### src/rtl/tqvp_crc32_pkg.sv
// Shared constants, state encoding and bit-reflection helpers for the TinyQV CRC-32 peripheral.
package tqvp_crc32_pkg;

  localparam logic [5:0] ADDR_CTRL   = 6'h00;
  localparam logic [5:0] ADDR_DATA   = 6'h04;
  localparam logic [5:0] ADDR_RESULT = 6'h08;
  localparam logic [5:0] ADDR_STATUS = 6'h0C;
  localparam logic [5:0] ADDR_SEED   = 6'h10;
  localparam logic [5:0] ADDR_POLY   = 6'h14;

  localparam int CTRL_INIT      = 0;
  localparam int CTRL_REFIN     = 1;
  localparam int CTRL_REFOUT    = 2;
  localparam int CTRL_XOROUT_EN = 3;
  localparam int CTRL_IRQ_EN    = 4;

  localparam int STAT_BUSY    = 0;
  localparam int STAT_DONE    = 1;
  localparam int STAT_OVERRUN = 2;

  localparam logic [4:0]  CTRL_RESET         = 5'h1E;
  localparam logic [31:0] CRC32_POLY_DEFAULT = 32'h04C1_1DB7;
  localparam logic [31:0] CRC32_XOROUT       = 32'hFFFF_FFFF;

  typedef enum logic {
    IDLE,
    RUN
  } state_e;

  function automatic logic [31:0] bit_reverse32(input logic [31:0] v);
    logic [31:0] r;
    for (int i = 0; i < 32; i++) r[i] = v[31-i];
    return r;
  endfunction

  // Reverses bit order inside each byte while keeping byte order.
  function automatic logic [31:0] reflect_bytes(input logic [31:0] v);
    logic [31:0] r;
    for (int b = 0; b < 4; b++)
      for (int k = 0; k < 8; k++) r[8*b+k] = v[8*b+7-k];
    return r;
  endfunction

endpackage

### src/rtl/tqvp_crc32_engine_lfsr_step.sv
// Combinational MSB-first CRC-32 LFSR unrolled over BITS data bits; i_data[0] is fed first.
module crc32_lfsr_step #(
  parameter int BITS = 1
) (
  input  logic [31:0]     i_crc,
  input  logic [31:0]     i_poly,
  input  logic [BITS-1:0] i_data,
  output logic [31:0]     o_crc
);

  logic [31:0] w_acc;
  logic        w_fb;

  always_comb begin
    // NOTE: blocking assignments here chain the unrolled bit steps within one evaluation.
    w_acc = i_crc;
    w_fb  = 1'b0;
    for (int i = 0; i < BITS; i++) begin
      w_fb  = w_acc[31] ^ i_data[i];
      w_acc = {w_acc[30:0], 1'b0} ^ (w_fb ? i_poly : 32'h0);
    end
    o_crc = w_acc;
  end

endmodule

### src/rtl/tqvp_crc32_engine.sv
// TinyQV CRC-32 peripheral: register bus, IDLE/RUN sequencer and LFSR datapath.
// Define CRC32_POLY_REG_EN to make POLY (0x14) a writable register instead of a constant.
module tqvp_crc32_engine
  import tqvp_crc32_pkg::*;
#(
  parameter int          BITS_PER_CYCLE = 1,
  parameter logic [31:0] SEED_RESET     = 32'hFFFF_FFFF
) (
  input  logic        clk,
  input  logic        rst_n,
  input  logic [7:0]  ui_in,
  output logic [7:0]  uo_out,
  input  logic [5:0]  address,
  input  logic [31:0] data_in,
  input  logic [1:0]  data_write_n,
  input  logic [1:0]  data_read_n,
  output logic [31:0] data_out,
  output logic        data_ready,
  output logic        user_interrupt
);

  localparam int LOG2_BPC = $clog2(BITS_PER_CYCLE);

  if (BITS_PER_CYCLE != 1 && BITS_PER_CYCLE != 2 &&
      BITS_PER_CYCLE != 4 && BITS_PER_CYCLE != 8) begin : g_bad_bpc
    $error("BITS_PER_CYCLE must be 1, 2, 4 or 8");
  end

  state_e      r_state;
  logic [31:0] r_crc;
  logic [31:0] r_seed;
  logic [31:0] r_shift;
  logic [5:0]  r_cnt;
  logic [4:0]  r_ctrl;
  logic        r_done;
  logic        r_overrun;

  logic        w_wr, w_rd, w_busy, w_init, w_finish, w_poly_ovr;
  logic        w_wr_ctrl, w_wr_data, w_wr_status, w_wr_seed;
  logic [5:0]  w_nbits, w_cnt_load;
  logic [31:0] w_shift_load, w_crc_next, w_poly, w_result;
  logic        w_unused;

  assign w_unused    = &{1'b0, ui_in};
  assign w_wr        = (data_write_n != 2'b11);
  assign w_rd        = (data_read_n != 2'b11);
  assign w_busy      = (r_state == RUN);
  assign w_wr_ctrl   = w_wr && (address == ADDR_CTRL);
  assign w_wr_data   = w_wr && (address == ADDR_DATA);
  assign w_wr_status = w_wr && (address == ADDR_STATUS);
  assign w_wr_seed   = w_wr && (address == ADDR_SEED);
  assign w_init      = w_wr_ctrl && data_in[CTRL_INIT];
  // An INIT landing on the last RUN cycle aborts rather than completes.
  assign w_finish    = w_busy && (r_cnt == 6'd0) && !w_init;

`ifdef CRC32_POLY_REG_EN
  logic r_poly_unused;
  logic [31:0] r_poly;
  assign r_poly_unused = 1'b0;
  assign w_poly        = r_poly;
  assign w_poly_ovr    = w_wr && (address == ADDR_POLY) && w_busy;

  always_ff @(posedge clk or negedge rst_n) begin
    if (!rst_n) r_poly <= CRC32_POLY_DEFAULT;
    else if (w_wr && (address == ADDR_POLY) && !w_busy) r_poly <= data_in;
  end
`else
  assign w_poly     = CRC32_POLY_DEFAULT;
  assign w_poly_ovr = 1'b0;
`endif

  always_comb begin
    // NOTE: every branch of a combinational case must assign, or a latch is inferred.
    case (data_write_n)
      2'b00:   w_nbits = 6'd8;
      2'b01:   w_nbits = 6'd16;
      default: w_nbits = 6'd32;
    endcase
  end

  assign w_cnt_load = (w_nbits >> LOG2_BPC) - 6'd1;
  // The shift register always streams LSB-first; REFIN=0 pre-reverses each byte.
  assign w_shift_load = r_ctrl[CTRL_REFIN] ? data_in : reflect_bytes(data_in);

  crc32_lfsr_step #(.BITS(BITS_PER_CYCLE)) u_step (
    .i_crc  (r_crc),
    .i_poly (w_poly),
    .i_data (r_shift[BITS_PER_CYCLE-1:0]),
    .o_crc  (w_crc_next)
  );

  always_ff @(posedge clk or negedge rst_n) begin
    if (!rst_n) begin
      r_state   <= IDLE;
      r_crc     <= SEED_RESET;
      r_seed    <= SEED_RESET;
      r_shift   <= 32'h0;
      r_cnt     <= 6'd0;
      r_ctrl    <= CTRL_RESET;
      r_done    <= 1'b0;
      r_overrun <= 1'b0;
    end else begin
      // NOTE: non-blocking assignments so every flop samples pre-edge values; later lines take priority.
      if (w_wr_ctrl) r_ctrl <= {data_in[4:1], 1'b0};
      if (w_wr_seed) r_seed <= data_in;

      case (r_state)
        IDLE: if (w_wr_data) begin
          r_shift <= w_shift_load;
          r_cnt   <= w_cnt_load;
          r_state <= RUN;
        end
        RUN: begin
          r_crc   <= w_crc_next;
          r_shift <= r_shift >> BITS_PER_CYCLE;
          if (r_cnt == 6'd0) r_state <= IDLE;
          else               r_cnt   <= r_cnt - 6'd1;
        end
        default: r_state <= IDLE;
      endcase

      if (w_init) begin
        r_crc   <= r_seed;
        r_state <= IDLE;
      end

      if (w_finish)                               r_done <= 1'b1;
      else if (w_wr_status && data_in[STAT_DONE]) r_done <= 1'b0;

      if ((w_wr_data && w_busy) || w_poly_ovr)       r_overrun <= 1'b1;
      else if (w_wr_status && data_in[STAT_OVERRUN]) r_overrun <= 1'b0;
    end
  end

  assign w_result = (r_ctrl[CTRL_REFOUT] ? bit_reverse32(r_crc) : r_crc)
                  ^ (r_ctrl[CTRL_XOROUT_EN] ? CRC32_XOROUT : 32'h0);

  always_comb begin
    data_out = 32'h0;
    if (w_rd) begin
      case (address)
        ADDR_CTRL:   data_out = {27'h0, r_ctrl[4:1], 1'b0};
        ADDR_RESULT: data_out = w_result;
        ADDR_STATUS: data_out = {29'h0, r_overrun, r_done, w_busy};
        ADDR_SEED:   data_out = r_seed;
        ADDR_POLY:   data_out = w_poly;
        default:     data_out = 32'h0;
      endcase
    end
  end

  // RESULT reads stall while the LFSR is still running.
  assign data_ready     = w_rd && !((address == ADDR_RESULT) && w_busy);
  assign uo_out         = {6'h0, r_done, w_busy};
  assign user_interrupt = r_ctrl[CTRL_IRQ_EN] & r_done;

endmodule

### config.mk
export PLATFORM = sky130hd
export DESIGN_NAME = tqvp_crc32_engine
export DESIGN_NICKNAME = d
export VERILOG_FILES = /design/src/rtl/tqvp_crc32_pkg.sv /design/src/rtl/tqvp_crc32_engine_lfsr_step.sv /design/src/rtl/tqvp_crc32_engine.sv
export SDC_FILE = /design/constraint.sdc
export NUM_CORES = 1
export LEC_CHECK = 0
export CAP_MARGIN = 20
export CORE_MARGIN = 2
export CORE_UTILIZATION = 25
export CTS_CLUSTER_SIZE = 8
export DETAILED_ROUTE_END_ITERATION = 8
export PLACE_DENSITY = 0.43
export SYNTH_ARGS = -nofsm -noshare
export SYNTH_HDL_FRONTEND = slang
export SYNTH_SLANG_ARGS = --single-unit
export TNS_END_PERCENT = 30
### constraint.sdc
create_clock -name clk -period 2.4 [get_ports clk]
set_input_delay 0.48 -clock clk [delete_from_list [all_inputs] [get_ports clk]]
set_output_delay 0.48 -clock clk [all_outputs]
set_load 0.02 [all_outputs]
==> results of run 1 <==
## timing repair
| item | 4_1_cts | 5_1_grt |
|---|---|---|
| buffers inserted | 2 | 0 |
| endpoints found under the hold margin | 0 | 0 |
| resized for setup | 194 | 16 |
| gates cloned | 2 | 1 |
| setup endpoints to repair | 33 | 32 |
| pin swaps | 9 | 2 |
## kinds of logic (layout without fill, tap and decap cells)
group	after synthesis	count (layout)	synth area share, %
AND/OR/NAND/NOR	198	198	13.80
AO/OA/AOI/OAI	159	159	15.56
flip-flops	109	109	41.65
multiplexers	104	104	17.77
buffers and inverters	69	161	4.873
XOR/XNOR	47	47	6.096
adder cells (fa/ha/maj)	1	1	0.1853
other	1	6	0.05553
## how the worst max path moves through the flow
stage / end / start / cells past startpoint / slack [ps]
6_report: data_out[18] / r_ctrl[2] / 6 / -50
2_1_floorplan: data_out[16] / address[3] / 6 / -50
3_5_place_dp: data_out[1] / address[2] / 7 / -910
5_1_grt: data_out[22] / r_ctrl[2] / 6 / -160
4_1_cts: data_out[25] / r_ctrl[2] / 6 / -80
3_3_place_gp: data_out[1] / address[2] / 7 / -950
## flip-flops by register name (all words and copies together), names as in the netlist
name and cells:
r_cnt 6, r_crc 32, r_ctrl 4, r_done 1
r_overrun 1, r_seed 32, r_shift 32, r_state 1
## layout by cell type, fill, tap and decap left out, types with 30 or more instances in the layout
cell type	count
nand2_1	47
mux2_4	30
buf_4	66
clkdlybuf4s50_1	39
mux2i_1	61
a21oi_1	37
dfstp_2	68
nor2_1	87
o31ai_1	32
xnor2_1	44
nor2b_1	32
dfrtp_1	40
a211oi_1	33
## metrics by stage
step	instances	power [uW]	setup TNS, ps	hold WS (ps)
after floorplan	693	5691	-389.8	184.4
after global placement	1105	6588	-41320	464.3
after detailed placement	1105	6594	-38480	471.9
after CTS	1125	8269	-395.7	474.7
after global routing	1126	8840	-3199	494.7
final	1126	8266	-207.0	455.6
## report_power, final
part	switching, uW	internal [uW]	leakage, uW
combinational	1440	1670	0.00206
sequential	737	2810	0.00124
clock	726	886	0.000157
## layout make-up
type	count	share of cell area (%)
Inverter	4	0.1713
Clock inverter	5	0.7282
Timing Repair Buffer	141	16.13
Multi-Input combinational cell	515	43.06
Tap cell	341	4.869
Sequential cell	109	32.14
Clock buffer	11	2.898
## metal layers
metal | part of all wire [%] | vias up | wire [um]
met4 | 1.2 | 0 | 250
met3 | 2.7 | 16 | 558
met5 | 0 | - | 0
met2 | 44 | 80 | 9123
li1 | - | 2605 | -
met1 | 52 | 2610 | 10650
==> metrics.txt, run 1 <==
netlist area before placement 0.006753 mm2; post-cts hold buffer count 0; final worst slack -50.42 ps; top post-synthesis cells by count nor2_1 (88), dfstp_2 (68), mux2i_1 (67); Placeable Area 0.02673 mm2; Synth top area share 26.46%; number of buffers and inverters on the critical path 2; ANT nets after route 0; Synth async-reset ratio 100.0%; TritonCTS Sinks 109; number of warnings issued by yosys 0; synthesized flop and latch total 109; portion of the clock cycle consumed by the worst path in the final layout 102.1%; largest area contributor in the netlist dfstp_2; dominant register cell in the synthesized netlist dfstp_2; failing checks negative setup slack; hold violation count in the final report 0; ant diodes 0; max-cap violation count 0; fin crit period 2450 ps; Slew @ Worst Pin 746.1 ps; outcome complete, but fails checks; Die ar. 0.02834 mm2; Worst Reg-to-Reg Cells 4; count of vias placed by the detailed router 5,311; final setup violation count 11; RSZ-0062 raised after global routing true; cell chosen for the clock root clkbuf_16; cell chain of the critical path buf_12 > mux2i_1 > xnor2_1 > a22oi_1 > nor2_1 > buf_2; clock-pin slew on the worst setup and hold paths 70 ps; worst skew pair latency 350 ps; via count of the first global-routing pass 5,270; average vias per placed instance 4.717; Max-slew headroom 50.26%; stage delay of the slowest cell on the critical path 640 ps; highest-utilization routing layer at the global route stage met2; nature of the critical path startpoint register; maximum net fanout on the critical path 12; Seq/Total Area, Yosys 41.65%; number of buffers on the longest clock path 2; pin count of the biggest net entering global routing 80; initial antenna violation count 0; global routing usage on met3 1.763%; number of H-tree levels 3; net count reported at finish 833; first-iteration detailed-routing DRC count 324; TritonCTS clock tree done; Row Count 60; number of enable-type register cells in the synthesized netlist 0; total length of routed wires 20,580 um; kind of cell adding the most delay to the critical path flip-flops; met2 demand-to-capacity share in global routing 22.19%; Pleak 0.003463 uW; sequential cell area 0.002816 mm2; I/O pin count 94; global-route usage over all layers 14.69%; layout cell share with drive strength beyond 1 32.23%; synth-to-layout area growth 29.78%; final estimated routing congestion in global placement 0.7315; total power density per cell area 943.2 mW/mm2; global routing usage on met1 22.03%; chip height 168.4 um; slowest cell on the critical path dfstp_2; cell with the most instances after synthesis nor2_1; wire length of the first global-routing pass 32,090 um; average routed wire per standard cell 18.28 um; classification of the worst-slack hold path in2async; number of remaining DRC errors 0; Max Clock Freq 0.4081 GHz; synthesized area per cell 9.815 um2; Worst IR Drop VDD 0.0003150 V; Filler Cell Count 2,805; GRT Residual Overflow 0; core occupancy in the finished layout 32.79%; number of clock buffers inserted by TritonCTS 9; area of the multi-input gates 0.003774 mm2; total half-perimeter wirelength after legalization and detailed placement 15,140 um; floorplan die width 168.4 um; Final Max Tran Viols 0; top post-synthesis cells by area dfstp_2 (26%), dfrtp_1 (15%), mux2i_1 (9.9%); kind of critical path reg2out; crit path DAT 1970 ps; initial standard-cell utilization of the core 25.27%; worst-case clock skew 9.360 ps; count of unique library cells instantiated by Yosys 47; total iterations of the first detailed-routing run 4; FF-to-FF Start r_state; total cell area at the placement stage 0.008315 mm2; reg2reg end r_cnt[1]; worst slack after detailed placement -906.8 ps; post-route design area 0.008763 mm2; Worst setup EP type primary output; setup slack of the most critical reg-to-reg path 440 ps; Req. time, crit path 1920 ps; synthesized instance count 688; IO Port Bufs 79
(Power assumes the default switching activity.)
==> inputs of run 2 (changes only) <==
--- a/config.mk
+++ b/config.mk
@@ -6,11 +6,13 @@
 export NUM_CORES = 1
 export LEC_CHECK = 0
 export CAP_MARGIN = 20
-export CORE_MARGIN = 2
+export CELL_PAD_IN_SITES_DETAIL_PLACEMENT = 1
+export CELL_PAD_IN_SITES_GLOBAL_PLACEMENT = 2
+export CORE_MARGIN = 10
 export CORE_UTILIZATION = 25
 export CTS_CLUSTER_SIZE = 8
 export DETAILED_ROUTE_END_ITERATION = 8
-export PLACE_DENSITY = 0.43
+export PLACE_DENSITY = 0.62
 export SYNTH_ARGS = -nofsm -noshare
 export SYNTH_HDL_FRONTEND = slang
 export SYNTH_SLANG_ARGS = --single-unit
==> run 2 against run 1 <==
  * The run still ends with negative setup slack left
  * Critical path depth grew 4
  * First-iteration DRC count increased by 9.6%
  * Largest power group unchanged
  * Cell area up 5.4%
  * Highest routed layer unchanged
  * Clock-buffer cell count down 1
  * Clock power up 5%
==> metrics.txt, run 2 (synthesis results as in run 1) <==
outcome complete, but fails checks; failing checks negative setup slack; total cell area at the placement stage 0.008371 mm2; post-route design area 0.009234 mm2; number of H-tree levels 3; Final Max Tran Viols 0; stage delay of the slowest cell on the critical path 530 ps; area of the multi-input gates 0.003949 mm2; global-route usage over all layers 13.55%; GRT Residual Overflow 0; commonest non-fill, non-tap cell in the layout nor2_1; part of the total power dissipated in combinational logic 39.6%; hold violation count in the final report 0; RSZ-0062 raised after global routing true; via count of the first global-routing pass 6,094; Max Clock Freq 0.3963 GHz; count of vias placed by the detailed router 5,639; Worst IR Drop VDD 0.0003239 V; final setup violation count 29; worst-case clock skew 11.86 ps; cell chosen for the clock root clkbuf_16; ant diodes 0; most used cells in the layout excluding fill and tap cells nor2_1 (86), buf_4 (74), dfstp_2 (68), mux2i_1 (52), nand2_1 (46); pin count of the biggest net entering global routing 101; clock-pin slew on the worst setup and hold paths 80 ps; final worst slack -123.6 ps; maximum net fanout on the critical path 4; Pleak 0.003644 uW; TritonCTS Sinks 109; nature of the critical path startpoint input port; Filler Cell Count 2,956; number of buffers and inverters on the critical path 6; number of clock buffers inserted by TritonCTS 9; classification of the worst-slack hold path in2async; initial antenna violation count 0; share of power burned in registers 41.1%; I/O pin count 94; switching portion of total power 35.80%; total power density per cell area 949.3 mW/mm2; Setup TNS -1545 ps; total net switching power 3138 uW; cell chain of the critical path buf_6 > or4_4 > buf_6 > nor2_8 > buf_12 > buf_12 > buf_16 > a22oi_2 > nor2_1 > buf_4; IO Port Bufs 79; TritonCTS clock tree done; Placeable Area 0.02680 mm2; worst slack after detailed placement -943.0 ps; chip height 184.4 um; Placed Instances 1,108; Worst setup EP type primary output; final estimated routing congestion in global placement 0.8046; Row Count 60; Max-slew headroom 55.84%; total length of routed wires 22,810 um; final std cells w/o fill 1,144; kind of cell adding the most delay to the critical path simple AND/OR/NAND/NOR gates; setup slack of the most critical reg-to-reg path 690 ps; kind of critical path in2out; post-route worst hold slack 163.4 ps; total half-perimeter wirelength after legalization and detailed placement 16,000 um; floorplan die width 184.4 um; number of buffers on the longest clock path 2; number of remaining DRC errors 0; average routed wire per standard cell 19.93 um; cell internal pwr 5628 uW; wire length of the first global-routing pass 36,270 um; fin crit period 2524 ps; sequential cell area 0.002816 mm2; average vias per placed instance 4.929; total iterations of the first detailed-routing run 4; max-cap violation count 0; initial standard-cell utilization of the core 25.20%; Die ar. 0.03398 mm2; Slew @ Worst Pin 662.4 ps; worst skew pair latency 360 ps; Top Registers r_crc: 32 flops, r_seed: 32 flops, r_shift: 32 flops; first-iteration detailed-routing DRC count 355; clock power share 19.3%; portion of the clock cycle consumed by the worst path in the final layout 105.1%; net count reported at finish 851; ANT nets after route 0; post-cts hold buffer count 0; Req. time, crit path 1920 ps; synth-to-layout area growth 36.74%; slowest cell on the critical path or4_4; crit path DAT 2040 ps; layout cell share with drive strength beyond 1 36.74%
-- run 2: changes by cell type in the layout (fill, tap and decap cells not counted), sizes merged --
| cell | delta |
|---|---|
| dlygate4sd2 | +4 |
| clkdlybuf4s15 | -3 |
| bufinv | +1 |
| buf | +19 |
| clkbuf | -2 |
| clkinvlp | +2 |
| bufbuf | +1 |
| clkdlybuf4s50 | -2 |
| clkinv | -2 |
-- run 2: worst register-to-register path, delay by kind of cell (launching register included) --
kind,cells,cell delay (ps)
flops,1,550
compound gates,2,380
simple gates,1,130
buf+inv,1,510
-- run 2: layout make-up --
| class | count | share of cell area [%] |
|---|---|---|
| clock buffer | 10 | 2.588 |
| clock inverter | 6 | 1.003 |
| inverter | 4 | 0.1626 |
| multi-input combinational | 515 | 42.76 |
| sequential | 109 | 30.50 |
| tap | 341 | 4.621 |
| timing repair buffer | 159 | 18.36 |
-- run 2: what timing repair did --
| action | CTS | global route |
|---|---|---|
| setup buffers | 9 | 7 |
| setup endpoints to repair | 33 | 32 |
| endpoints found under the hold margin | 0 | 0 |
| resized for setup | 229 | 35 |
| pin swaps | 18 | 16 |
| cloned | 4 | 0 |
-- run 2: path summary, 6_finish.rpt --
kind | start | endpoint | depth (start not counted)
hold / removal | rst_n | r_shift[18] | 1
min in group clk | r_shift[10] | r_shift[9] | 2
hold reg to reg | r_shift[10] | r_shift[9] | 2
max in group asynchronous | rst_n | r_ctrl[1] | 2
setup reg to reg | r_ctrl[1] | r_shift[13] | 4
setup / recovery | address[3] | data_out[28] | 10
-- run 2: metal layers --
layer	wire, um	GRT usage (%)	vias to the layer above	share of wire (%)
met1	10560	17.96	2902	46
met3	706	1.516	20	3.1
met5	0	0	-	0
met2	11150	22.52	78	49
met4	394	4.130	0	1.7
li1	-	-	2639	-
-- run 2: power by group through the flow --
| stage | clock network [uW] | registers, uW | logic (uW) |
|---|---|---|---|
| global route | 1820 | 3710 | 3830 |
| floorplan | 0 | 3220 | 2470 |
| global placement | 0 | 3500 | 3050 |
| finish | 1690 | 3600 | 3470 |
| detailed placement | 0 | 3530 | 3190 |
| CTS | 1750 | 3540 | 3310 |
-- run 2: through the flow --
step | utilization [%] | power (uW)
2_1_floorplan | - | 5691
3_5_place_dp | 31.23 | 6729
3_3_place_gp | 31.18 | 6545
6_report | 34.45 | 8766
5_1_grt | 34.45 | 9358
4_1_cts | 33.59 | 8600
